<file path="config.mk">
export PLATFORM = sky130hd
export DESIGN_NAME = cfg_access_arbiter_flat
export DESIGN_NICKNAME = d
export VERILOG_FILES = /design/src/rtl/cfg_arb_pkg.sv /design/src/rtl/cfg_access_arbiter_if.sv /design/src/rtl/rr_picker.sv /design/src/rtl/cfg_access_arbiter.sv /design/src/flat_wrapper.sv
export SDC_FILE = /design/constraint.sdc
export NUM_CORES = 1
export LEC_CHECK = 0
export CORE_MARGIN = 3
export CORE_UTILIZATION = 38
export CTS_CLUSTER_SIZE = 30
export DETAILED_ROUTE_END_ITERATION = 6
export PLACE_DENSITY = 0.83
export SETUP_SLACK_MARGIN = 0.05
export SYNTH_ARGS = -nofsm -noshare
export SYNTH_HDL_FRONTEND = slang
export SYNTH_SLANG_ARGS = --single-unit
</file>
<file path="constraint.sdc">
create_clock -name clk -period 4.6 [get_ports clk]
set_input_delay 0.92 -clock clk [delete_from_list [all_inputs] [get_ports clk]]
set_output_delay 0.92 -clock clk [all_outputs]
set_load 0.01 [all_outputs]
</file>
<file path="src/rtl/cfg_arb_pkg.sv">
// Shared constants and FSM state type for the configuration register bank
// and the management-access arbiter in front of it.
package cfg_arb_pkg;

    localparam int CFG_ADDR_W = 5;
    localparam int CFG_DATA_W = 16;
    localparam logic [CFG_ADDR_W-1:0] CFG_RO_BASE = 5'd24;

    typedef enum logic [1:0] {
        IDLE  = 2'd0,
        ISSUE = 2'd1,
        RESP  = 2'd2
    } arb_state_e;

endpackage

</file>
<file path="src/rtl/cfg_access_arbiter_if.sv">
// Requester handshake plus config-bank port bundle for cfg_access_arbiter.
interface cfg_access_arbiter_if
    import cfg_arb_pkg::*;
#(
    parameter int NUM_REQ = 3,
    parameter int ADDR_W  = CFG_ADDR_W,
    parameter int DATA_W  = CFG_DATA_W
);

    logic [NUM_REQ-1:0]        req_valid;
    logic [NUM_REQ-1:0]        req_write;
    logic [NUM_REQ*ADDR_W-1:0] req_addr;
    logic [NUM_REQ*DATA_W-1:0] req_wdata;
    logic [NUM_REQ-1:0]        req_ready;
    logic [NUM_REQ-1:0]        rsp_valid;
    logic [DATA_W-1:0]         rsp_rdata;
    logic                      rsp_err;
    logic [ADDR_W-1:0]         config_addr;
    logic [DATA_W-1:0]         config_data;
    logic                      config_write;
    logic                      config_read;
    logic [DATA_W-1:0]         config_rd_data;
    logic                      busy;

    // The arbiter side; the requesters and the register bank together form the master side.
    modport slave (
        input  req_valid, req_write, req_addr, req_wdata, config_rd_data,
        output req_ready, rsp_valid, rsp_rdata, rsp_err,
               config_addr, config_data, config_write, config_read, busy
    );

    modport master (
        output req_valid, req_write, req_addr, req_wdata, config_rd_data,
        input  req_ready, rsp_valid, rsp_rdata, rsp_err,
               config_addr, config_data, config_write, config_read, busy
    );

endinterface

</file>
<file path="src/rtl/rr_picker.sv">
// Combinational round-robin picker: first active request at or after ptr,
// wrapping modulo NUM_REQ.
module rr_picker #(
    parameter int NUM_REQ = 3
) (
    input  logic [NUM_REQ-1:0]                             req_i,
    input  logic [((NUM_REQ > 1) ? $clog2(NUM_REQ) : 1)-1:0] ptr_i,
    output logic [NUM_REQ-1:0]                             grant_o,
    output logic [((NUM_REQ > 1) ? $clog2(NUM_REQ) : 1)-1:0] grant_idx_o,
    output logic                                           any_req_o
);

    localparam int IDX_W = (NUM_REQ > 1) ? $clog2(NUM_REQ) : 1;

    logic [IDX_W-1:0] idx;

    // Scanning from the farthest position back to ptr lets the nearest active request win.
    always_comb begin
        grant_o     = '0;
        grant_idx_o = '0;
        idx         = '0;
        any_req_o   = |req_i;
        for (int k = NUM_REQ - 1; k >= 0; k--) begin
            idx = IDX_W'((int'(ptr_i) + k) % NUM_REQ);
            if (req_i[idx]) begin
                grant_idx_o = idx;
            end
        end
        if (any_req_o) begin
            grant_o[grant_idx_o] = 1'b1;
        end
    end

endmodule

</file>
<file path="src/rtl/cfg_access_arbiter.sv">
// Round-robin arbiter/sequencer sharing the single-port config register bank
// between management requesters; one transaction in flight at a time.
module cfg_access_arbiter
    import cfg_arb_pkg::*;
#(
    parameter int                NUM_REQ = 3,
    parameter int                ADDR_W  = CFG_ADDR_W,
    parameter int                DATA_W  = CFG_DATA_W,
    parameter logic [ADDR_W-1:0] RO_BASE = CFG_RO_BASE
) (
    input  logic                 clk,
    input  logic                 rst,
    cfg_access_arbiter_if.slave  bus
);

    localparam int IDX_W = (NUM_REQ > 1) ? $clog2(NUM_REQ) : 1;

    arb_state_e        state_q, state_d;
    logic [IDX_W-1:0]  ptr_q, ptr_d;
    logic [IDX_W-1:0]  gnt_q, gnt_d;
    logic              write_q, write_d;
    logic [ADDR_W-1:0] addr_q, addr_d;
    logic [DATA_W-1:0] wdata_q, wdata_d;
    logic              err_q, err_d;

    logic [NUM_REQ-1:0] pick_onehot;
    logic [IDX_W-1:0]   pick_idx;
    logic               pick_any;

    logic               sel_write;
    logic [ADDR_W-1:0]  sel_addr;
    logic [DATA_W-1:0]  sel_wdata;

    rr_picker #(.NUM_REQ(NUM_REQ)) u_picker (
        .req_i       (bus.req_valid),
        .ptr_i       (ptr_q),
        .grant_o     (pick_onehot),
        .grant_idx_o (pick_idx),
        .any_req_o   (pick_any)
    );

    always_comb begin
        sel_write = 1'b0;
        sel_addr  = '0;
        sel_wdata = '0;
        for (int i = 0; i < NUM_REQ; i++) begin
            if (pick_idx == IDX_W'(i)) begin
                sel_write = bus.req_write[i];
                sel_addr  = bus.req_addr[i*ADDR_W +: ADDR_W];
                sel_wdata = bus.req_wdata[i*DATA_W +: DATA_W];
            end
        end
    end

    // Bank address/data follow the latch so they hold their last value between transactions.
    assign bus.config_addr = addr_q;
    assign bus.config_data = wdata_q;

    always_comb begin
        state_d = state_q;
        ptr_d   = ptr_q;
        gnt_d   = gnt_q;
        write_d = write_q;
        addr_d  = addr_q;
        wdata_d = wdata_q;
        err_d   = err_q;

        bus.req_ready    = '0;
        bus.rsp_valid    = '0;
        bus.rsp_rdata    = '0;
        bus.rsp_err      = 1'b0;
        bus.config_write = 1'b0;
        bus.config_read  = 1'b0;
        bus.busy         = (state_q != IDLE);

        unique case (state_q)
            IDLE: begin
                // No accept while reset is high: the handshake would be lost on the reset edge.
                if (pick_any && !rst) begin
                    bus.req_ready = pick_onehot;
                    gnt_d   = pick_idx;
                    write_d = sel_write;
                    addr_d  = sel_addr;
                    wdata_d = sel_wdata;
                    err_d   = 1'b0;
                    ptr_d   = (pick_idx == IDX_W'(NUM_REQ - 1)) ? '0 : pick_idx + 1'b1;
                    state_d = ISSUE;
                end
            end
            ISSUE: begin
                if (!write_q) begin
                    bus.config_read = 1'b1;
                end else if (addr_q < RO_BASE) begin
                    bus.config_write = 1'b1;
                end else begin
                    err_d = 1'b1;
                end
                state_d = RESP;
            end
            RESP: begin
                bus.rsp_valid[gnt_q] = 1'b1;
                if (!write_q) begin
                    bus.rsp_rdata = bus.config_rd_data;
                end
                bus.rsp_err = err_q;
                state_d     = IDLE;
            end
            default: begin
                state_d = IDLE;
            end
        endcase
    end

    always_ff @(posedge clk) begin
        if (rst) begin
            state_q <= IDLE;
            ptr_q   <= '0;
            gnt_q   <= '0;
            write_q <= 1'b0;
            addr_q  <= '0;
            wdata_q <= '0;
            err_q   <= 1'b0;
        end else begin
            state_q <= state_d;
            ptr_q   <= ptr_d;
            gnt_q   <= gnt_d;
            write_q <= write_d;
            addr_q  <= addr_d;
            wdata_q <= wdata_d;
            err_q   <= err_d;
        end
    end

endmodule

</file>
<file path="src/flat_wrapper.sv">
// flat-port wrapper written by rule: the top's interface ports become plain ports
module cfg_access_arbiter_flat import cfg_arb_pkg::*;
#(
    parameter int                NUM_REQ = 3,
    parameter int                ADDR_W  = CFG_ADDR_W,
    parameter int                DATA_W  = CFG_DATA_W,
    parameter logic [ADDR_W-1:0] RO_BASE = CFG_RO_BASE
)
  (clk, rst, bus_req_valid, bus_req_write, bus_req_addr, bus_req_wdata, bus_config_rd_data, bus_req_ready, bus_rsp_valid, bus_rsp_rdata, bus_rsp_err, bus_config_addr, bus_config_data, bus_config_write, bus_config_read, bus_busy);
  cfg_access_arbiter_if #(.NUM_REQ(NUM_REQ), .ADDR_W(ADDR_W), .DATA_W(DATA_W)) bus_i ();
  input  logic clk;
  input  logic rst;
  input wire logic [$bits(bus_i.req_valid)-1:0] bus_req_valid;
  input wire logic [$bits(bus_i.req_write)-1:0] bus_req_write;
  input wire logic [$bits(bus_i.req_addr)-1:0] bus_req_addr;
  input wire logic [$bits(bus_i.req_wdata)-1:0] bus_req_wdata;
  input wire logic [$bits(bus_i.config_rd_data)-1:0] bus_config_rd_data;
  output wire logic [$bits(bus_i.req_ready)-1:0] bus_req_ready;
  output wire logic [$bits(bus_i.rsp_valid)-1:0] bus_rsp_valid;
  output wire logic [$bits(bus_i.rsp_rdata)-1:0] bus_rsp_rdata;
  output wire logic [$bits(bus_i.rsp_err)-1:0] bus_rsp_err;
  output wire logic [$bits(bus_i.config_addr)-1:0] bus_config_addr;
  output wire logic [$bits(bus_i.config_data)-1:0] bus_config_data;
  output wire logic [$bits(bus_i.config_write)-1:0] bus_config_write;
  output wire logic [$bits(bus_i.config_read)-1:0] bus_config_read;
  output wire logic [$bits(bus_i.busy)-1:0] bus_busy;
  assign bus_i.req_valid = bus_req_valid;
  assign bus_i.req_write = bus_req_write;
  assign bus_i.req_addr = bus_req_addr;
  assign bus_i.req_wdata = bus_req_wdata;
  assign bus_i.config_rd_data = bus_config_rd_data;
  assign bus_req_ready = bus_i.req_ready;
  assign bus_rsp_valid = bus_i.rsp_valid;
  assign bus_rsp_rdata = bus_i.rsp_rdata;
  assign bus_rsp_err = bus_i.rsp_err;
  assign bus_config_addr = bus_i.config_addr;
  assign bus_config_data = bus_i.config_data;
  assign bus_config_write = bus_i.config_write;
  assign bus_config_read = bus_i.config_read;
  assign bus_busy = bus_i.busy;
  cfg_access_arbiter #(.NUM_REQ(NUM_REQ), .ADDR_W(ADDR_W), .DATA_W(DATA_W), .RO_BASE(RO_BASE)) u_core (.clk(clk), .rst(rst), .bus(bus_i));
endmodule
</file>
After elaboration in Yosys (flattened, before gate mapping)
Index checks and enable logic that the tools add are counted.
{"block": "op_classes", "reduce_logical": 11, "add_sub_neg": 3, "div": 3, "n_eq_ne": 7, "n_mux": 41, "n_lt_le_gt_ge": 8}
{"op": "16-bit 2-to-1 mux", "count": 5}
{"op": "32-bit by 3-bit modulo with 32-bit output (second input constant)", "count": 2}
{"op": "3-bit by 3-bit modulo with 32-bit output (second input constant)", "count": 1}
{"op": "1-bit 2-to-1 mux", "count": 17}
{"op": "2-bit by 3-bit < comparator with 1-bit output (second input constant)", "count": 5}
{"op": "5-bit 2-to-1 mux", "count": 3}
{"op": "3-bit 2-to-1 mux", "count": 4}
{"op": "2-bit 2-to-1 mux", "count": 5}
{"op": "1-bit binary-select mux with 2-bit select", "count": 3}
{"op": "5-bit < comparator (second input constant)", "count": 1}
{"op": "1-bit demux with 2-bit select", "count": 2}
{"op": "2-bit by 1-bit equality test with 1-bit output (second input constant)", "count": 2}
{"op": "2-bit equality test (second input constant)", "count": 2}
{"op": "2-bit by 1-bit >= comparator with 1-bit output (second input constant)", "count": 2}
{"op": "2-bit logical NOT", "count": 2}
{"op": "2-bit by 1-bit inequality test with 1-bit output (second input constant)", "count": 2}
{"op": "2-bit one-hot mux with 2 select lines", "count": 1}
{"op": "4-bit AND reduction", "count": 1}
{"op": "2-bit nonzero test", "count": 2}
{"op": "2-bit by 1-bit adder with 3-bit output (second input constant)", "count": 1}
{"op": "2-bit by 2-bit adder with 3-bit output (second input constant)", "count": 1}
{"op": "1-bit logical AND", "count": 3}
{"op": "3-bit OR reduction", "count": 1}
{"op": "2-bit by 1-bit adder with 2-bit output (second input constant)", "count": 1}
{"op": "4 further kinds", "count": 4}
{"block": "word_totals", "input_bits": 87, "regBits": 29}

Longest topological paths before layout
Gate-level depths: netlist (run 1).
{"block": "logic_depth", "depth_word": 14, "ltp_mapped": 9, "ltp_nobuf": 7}

Cells and area by module
A second synthesis (run 1) with hierarchy kept.
{"block": "unflattened", "hier_cells": 234, "area_unflattened_um2": 1874.3}
{"module": "cfg_access_arbiter", "seq_area_each_um2": 580.6, "cells_per_inst": 207, "n_inst": 1, "area_each_um2": 1685.4}
{"module": "rr_picker", "seq_area_each_um2": 0.0, "cells_per_inst": 27, "n_inst": 1, "area_each_um2": 188.9}

Least setup slack after synthesis (run 1)
Ideal clock, no wire load.
{"block": "synth_timing", "path_kind": "input -> output", "start": "input bus_req_valid[0]", "end": "output bus_req_ready[2]", "arrival_ns": 1.906, "slack_ns": 1.774, "required_ns": 3.680, "path_stages": 7, "path_cell_list": "nor3b_1 -> a211oi_1 -> nor2_1 -> buf_2 -> buf_2 -> nand2_1 -> inv_1"}
{"block": "synth_between", "elab_chain_len": 12, "elab_cells_between_ends": 19, "classes_between": "order compare (2); mux (14); reduce/logical (3)"}
{"element": "from (decl)", "line_no": "flat_wrapper.sv:13", "source": "input wire logic [$bits(bus_i.req_valid)-1:0] bus_req_valid;"}
{"element": "1-bit binary-select mux with 2-bit select", "line_no": "rr_picker.sv:25", "source": "if (req_i[idx]) begin"}
{"element": "1-bit 2-to-1 mux (implied by the code)", "line_no": "rr_picker.sv:25"}
{"element": "2-bit 2-to-1 mux (3 in series)", "line_no": "rr_picker.sv:25"}
{"element": "2-bit by 3-bit < comparator with 1-bit output (implied by the code) / 2-bit by 1-bit >= comparator with 1-bit output (equally long branches)", "line_no": "rr_picker.sv:30", "source": "grant_o[grant_idx_o] = 1'b1;"}
{"element": "1-bit logical AND (implied by the code)", "line_no": "rr_picker.sv:30"}
{"element": "1-bit 2-to-1 mux (implied by the code)", "line_no": "rr_picker.sv:30"}
{"element": "1-bit demux with 2-bit select", "line_no": "rr_picker.sv:30"}
{"element": "3-bit 2-to-1 mux", "line_no": "rr_picker.sv:29", "source": "if (any_req_o) begin"}
{"element": "3-bit 2-to-1 mux *", "line_no": "cfg_access_arbiter.sv:79", "source": "if (pick_any && !rst) begin"}
{"element": "3-bit 2-to-1 mux *", "line_no": "cfg_access_arbiter.sv:76", "source": "unique case (state_q)"}
{"element": "to (decl)", "line_no": "flat_wrapper.sv:18", "source": "output wire logic [$bits(bus_i.req_ready)-1:0] bus_req_ready;"}
Every way passes the cells marked *; elsewhere a longest branch is shown, timed or not. The select of a mux whose other input is x is not followed.

Worst setup path in the final report (run 1)
Ends and elaborated chain as after synthesis.

==> results.tsv, run 1 <==
stage	metric	value	unit
status	status	finished clean	
power	sequential share of power	0.350	
power	clock share of power	0.251	
cts	clk slew on worst S/H paths	60	ps
power	PwrDens	253	nW/µm²
power	Internal	0.580	mW
synthesis	library cells used by synthesis	33	
synthesis	Synth top area share	0.301	
power	Peak VDD IR	0.000179	V
route	via count	2205	
synthesis	Post-Synthesis Cells	225	
power	P_sw	0.265	mW
route	Initial DRC Count	78	
synthesis	Mapped Area	1930	µm²
cts	clk sink count	29	
placement	DP Wirelength	4900	µm
synthesis	Syn Nets	315	
floorplan	Die ar.	5960	µm²
setup_path	CP startpoint	bus_req_valid[0]	
cts	Setup Buffers After CTS	0	
global_route	Remaining Overflow, GRT	0	
cts	hold_buf cts	0	
finish	layout net count	441	
sta	Slew headroom	0.302	
synthesis	cell taking the most area after synthesis	dfxtp_1	
floorplan	Die W	77.2	µm
power	sw frac	0.313	
setup_path	max incr delay on CP	830	ps
hold_path	Worst Hold Path Cells	2	
setup_path	critical path arrival	3350	ps
sta	minimum clock period	4270	ps
hold_path	min-delay src	u_core.err_q	
route	top layer in use	met4	
sta	final setup TNS	0	ps
cts	H-tree depth	2	
setup_path	CP top delay family	simple AND/OR/NAND/NOR gates	
synthesis	Synth warnings	0	
setup_path	FF-to-FF End	u_core.write_q	
route	via/cell ratio	5.28	
setup_path	critical path buffer and inverter count	3	
job	max-cap violations	0	
synthesis	post-synthesis sequential area ratio	0.301	
cts	CTS Buffer Depth	2	
hold_path	hold crit path type	reg -> reg	
sta	Peak Freq	234	MHz
global_route	largest net degree at the start of global routing	40	
setup_path	critical-path cell list	clkdlybuf4s50_1 > nor3b_1 > a211oi_1 > nor2_4 > nand2_1 > inv_1 > clkdlybuf4s50_1	
route	DRT met1 WL	2660	µm
route	post-route ant nets	0	
hold_path	WHS Endpoint	u_core.err_q	
route	DR WL met2	3240	µm
setup_path	reg2reg setup slack	2180	ps
finish	antenna cells	0	
route	wire per inst	15.5	µm
setup_path	CP max FO	39	
floorplan	row count	25	
sta	Final Hold Fails	0	
synthesis	post-synthesis register bit count	29	
sta	skew final	4.70	ps
floorplan	initial core utilization	0.400	
cts	CTS resizes	0	
setup_path	depth of the most critical reg-to-reg path	7	
setup_path	Setup crit start kind	primary input	
finish	fin util	0.694	
placement	number of buffers added on ports	133	
sta	Tcrit/Tclk final	0.928	
sta	final count of negative-setup-slack endpoints	0	
floorplan	Die Y	77.2	µm
floorplan	core outline area	4820	µm²
placement	placed cell count	411	
placement	Placer Congestion	0.862	
sta	Slew @ Worst Pin	1040	ps
setup_path	WS Path Type	in -> out	
global_route	Total GRT Usage	0.213	
route	DR DRC count	0	
global_route	global-route wire length before repair	10300	µm
setup_path	crit end category	output pin	
finish	area grow syn2layout	73.4	%
route	Met3 Wirelength	508	µm
finish	ratio of cells with drive above 1 in the final layout	0.114	
synthesis	Avg Cell Area, Syn	8.56	µm²
setup_path	CP required	3680	ps
route	drt first pass iters	4	
sta	RSZ-0062 raised after global routing	false	
route	final WL	6470	µm
setup_path	Critical R2R Launch	u_core.ptr_q[0]	
cts	CTS tree	yes	
cts	CTS Buf Count	5	
finish	Post-Layout Cell Count	418	
sta	Final Max Tran Viols	0	
setup_path	most used cell, CP	clkdlybuf4s50_1	
finish	fillers	445	
cts	Root Driver	clkbuf_8	
synthesis	largest cells by area after synthesis	dfxtp_1 (30%), a221oi_2 (10%), a211oi_2 (7.8%), o2bb2ai_1 (6.8%), nand2_1 (6.2%)	
power	Static Leakage	1.20	nW
global_route	initial antenna violation count	0	
global_route	number of global-route vias before repair	2101	
floorplan	io pins	134	
cts	clk_lat worst skew	270	ps
power	Comb pwr share	0.399	
setup_path	Max stage delay cell, worst path	nor2_4	
[power by group through the flow]
stage,Clock (mW),Combinational (mW),Sequential [mW]
3_5_place_dp,0,0.340,0.301
3_3_place_gp,0,0.334,0.300
4_1_cts,0.216,0.342,0.296
5_1_grt,0.227,0.366,0.299
6_report,0.212,0.337,0.295
2_1_floorplan,0,0.177,0.308
[registers in the layout, indices dropped and copies added, names as in the netlist]
signal and cells:
u_core.bus.config_data 16, u_core.bus.config_addr 5, u_core.gnt_q 2, u_core.ptr_q 2, u_core.state_q 2, u_core.err_q 1
u_core.write_q 1
[cells by family (layout without fill, tap and decap cells)]
group,after synthesis,in the layout,synth area share
AOI/OAI and AO/OA,70,70,0.355
DFF,29,29,0.301
and+or+nand+nor,95,95,0.238
adders and majority gates,3,3,0.0195
buffers and inverters,28,154,0.0864
[how the worst max path moves through the flow]
stage	end	cells after the start
finish	bus_req_ready[2]	7
global route	bus_req_ready[2]	7
CTS	bus_req_ready[2]	7
detailed placement	bus_req_ready[2]	7
global placement	bus_req_ready[2]	7
floorplan	bus_req_ready[2]	7
[cells in the final DEF (no fill, tap or decap)]
| cell type | netlist | layout |
|---|---|---|
| or2_2 | 1 | 1 |
| a221oi_2 | 13 | 13 |
| a21o_1 | 1 | 1 |
| buf_4 | 3 | 5 |
| a22o_1 | 1 | 1 |
| or2b_1 | 1 | 1 |
| inv_1 | 8 | 8 |
| nor2_4 | 0 | 1 |
| nand2_1 | 32 | 32 |
| nand3_1 | 1 | 1 |
| nor3_1 | 8 | 8 |
| or3_4 | 1 | 1 |
| nor2b_1 | 1 | 1 |
| clkbuf_1 | 7 | 1 |
| nand2b_1 | 2 | 2 |
| and2_1 | 17 | 17 |
| o221ai_1 | 6 | 6 |
| dfxtp_1 | 29 | 29 |
| nand4_1 | 1 | 1 |
| ha_1 | 3 | 3 |
| nor3b_1 | 5 | 5 |
| or2_4 | 1 | 1 |
| clkdlybuf4s50_1 | 0 | 133 |
| clkbuf_8 | 0 | 6 |
| a221oi_1 | 3 | 3 |
| a211oi_2 | 12 | 12 |
| o21ai_0 | 6 | 6 |
| o2bb2ai_1 | 15 | 15 |
| a211oi_1 | 7 | 7 |
| o21ai_1 | 1 | 1 |
| clkinv_1 | 1 | 1 |
| a21oi_1 | 5 | 5 |
| nor2_1 | 24 | 23 |
[per-layer routing]
metal | GRT usage | up-vias
met1 | 0.250 | 1015
met3 | 0.0610 | 10
li1 | - | 1073
met5 | 0 | -
met4 | 0.0534 | 0
met2 | 0.377 | 107
[area by class of cell]
cell class	instances	area, µm²	share of cell area
Timing Repair Buffer	138	1370	0.410
Multi-Input combinational cell	168	1190	0.355
Sequential cell	29	581	0.174
Clock buffer	7	86.3	0.0258
Tap cell	67	83.8	0.0251
Inverter	9	33.8	0.0101
[tightest hold or removal path, cell delays in order, from the launching register on]
cell and delay (ps):
dfxtp_1 310, nand2_1 50, nand2_1 40
[synthesized netlist by cell type, drive strengths merged]
cell	count
clkinv	1
o2bb2ai	15
or2b	1
a211oi	19
nor2	24
nor3b	5
a21oi	5
or3	1
dfxtp	29
nand3	1
a221oi	16
o221ai	6
nand4	1
nor2b	1
o21ai	7
buf	12
a21o	1
clkbuf	7
nand2	32
nand2b	2
a22o	1
ha	3
or2	2
inv	8
and2	17
nor3	8
[stage by stage]
stage	hold slack [ps]	power [mW]	instance area [µm²]	setup WS, ps
2_1_floorplan	416	0.484	1930	1770
3_3_place_gp	424	0.634	3250	391
3_5_place_dp	438	0.642	3250	305
6_report	439	0.845	3340	329
4_1_cts	446	0.854	3340	307
5_1_grt	474	0.892	3340	110
No activity file was read; power rests on OpenSTA's default activity.
==> run 2, diff against run 1 <==
- clock period: 4.6 -> 5.13 ns (I/O delays scaled with it)
==> results.tsv, run 2 (same netlist as run 1, synthesis figures left out) <==
stage	metric	value	unit
status	status	finished clean	
finish	sequential cell area	581	µm²
sta	final count of negative-setup-slack endpoints	0	
setup_path	CP required	4100	ps
finish	antenna cells	0	
cts	CTS Buf Count	5	
setup_path	critical path arrival	3430	ps
sta	final setup TNS	0	ps
finish	fin area	3360	µm²
global_route	Total GRT Usage	0.215	
finish	Largest register FFs	16	
sta	Peak Freq	224	MHz
sta	Tcrit/Tclk final	0.869	
cts	clk_lat worst skew	280	ps
setup_path	WS Path Type	in -> out	
placement	DP Wirelength	4920	µm
finish	multi-input combinational cell area	1190	µm²
finish	fillers	429	
cts	CTS tree	yes	
placement	Placer Congestion	0.827	
finish	ratio of cells with drive above 1 in the final layout	0.119	
finish	area grow syn2layout	74.2	%
sta	Slew headroom	0.309	
global_route	largest net degree at the start of global routing	40	
sta	Slew @ Worst Pin	1030	ps
global_route	Remaining Overflow, GRT	0	
power	Static Leakage	1.21	nW
sta	skew final	3.17	ps
setup_path	CP max FO	39	
sta	Final Max Tran Viols	0	
cts	CTS Buffer Depth	2	
finish	layout net count	441	
floorplan	io pins	134	
floorplan	initial core utilization	0.400	
setup_path	crit end category	output pin	
cts	H-tree depth	2	
power	PwrDens	231	nW/µm²
setup_path	Setup crit start kind	primary input	
global_route	number of global-route vias before repair	2126	
route	via/cell ratio	5.23	
floorplan	Die Y	77.2	µm
route	final WL	6550	µm
route	via count	2190	
cts	hold_buf cts	0	
hold_path	hold crit path type	reg -> reg	
finish	most frequent cells in the layout	clkdlybuf4s50_1 (133), nand2_1 (32), dfxtp_1 (29), nor2_1 (23), and2_1 (17)	
finish	commonest non-fill, non-tap cell in the layout	clkdlybuf4s50_1	
sta	minimum clock period	4460	ps
route	drt first pass iters	4	
cts	Setup Buffers After CTS	0	
route	wire per inst	15.6	µm
cts	clk slew on worst S/H paths	60	ps
floorplan	Die W	77.2	µm
sta	Final Hold Fails	0	
job	max-cap violations	0	
floorplan	core outline area	4820	µm²
cts	CTS resizes	0	
cts	Root Driver	clkbuf_8	
route	Initial DRC Count	121	
cts	clk sink count	29	
global_route	global-route wire length before repair	10400	µm
floorplan	Die ar.	5960	µm²
power	Peak VDD IR	0.000162	V
floorplan	row count	25	
route	post-route ant nets	0	
placement	number of buffers added on ports	133	
sta	RSZ-0062 raised after global routing	false	
placement	placed inst area	3250	µm²
route	DR DRC count	0	
global_route	initial antenna violation count	0	
[run 2: cell types whose count changed in the layout (fill, tap and decap cells not counted), sizes merged]
cell	change
clkinv	+1
[run 2: per-stage QoR]
step / setup slack, ps / total power, mW / util / instances / hold WS (ps)
2_1_floorplan: 2090 / 0.434 / - / 225 / 416
3_3_place_gp: 707 / 0.568 / 0.676 / 411 / 424
3_5_place_dp: 698 / 0.574 / 0.676 / 411 / 431
4_1_cts: 677 / 0.786 / 0.697 / 419 / 442
5_1_grt: 514 / 0.819 / 0.697 / 419 / 482
6_report: 673 / 0.777 / 0.697 / 419 / 439
[run 2: worst paths after layout]
kind,from,endpoint,slack (ps),cells after the start
max,bus_req_valid[0],bus_req_ready[2],670,7
min,u_core.err_q,u_core.err_q,440,2
max reg2reg,u_core.ptr_q[0],u_core.bus.config_data[4],2700,7
min reg2reg,u_core.err_q,u_core.err_q,440,2
[run 2: layout make-up]
class,instances,share of cell area
Multi-Input combinational cell,168,0.354
Clock inverter,1,0.00149
Sequential cell,29,0.173
Clock buffer,7,0.0287
Inverter,9,0.0101
Tap cell,67,0.0250
Timing Repair Buffer,138,0.408
[run 2: routing by layer]
layer	GRT usage	part of all wire	vias to the layer above
li1	-	-	1076
met1	0.260	0.42	1006
met2	0.370	0.50	99
met3	0.0646	0.071	9
met4	0.0516	0.010	0
met5	0	0	-
[run 2: power by group]
group	total, mW	leakage, nW	switching (mW)	internal [mW]
clock network	0.209	0.0542	0.0881	0.121
registers	0.265	0.238	0.0175	0.247
logic	0.303	0.917	0.136	0.167
total	0.777	1.21	0.242	0.535
[run 2: critical path, cell delays in order]
cell	delay (ps)
clkdlybuf4s50_1	450
nor3b_1	220
a211oi_1	110
nor2_4	820
nand2_1	160
inv_1	90
clkdlybuf4s50_1	530
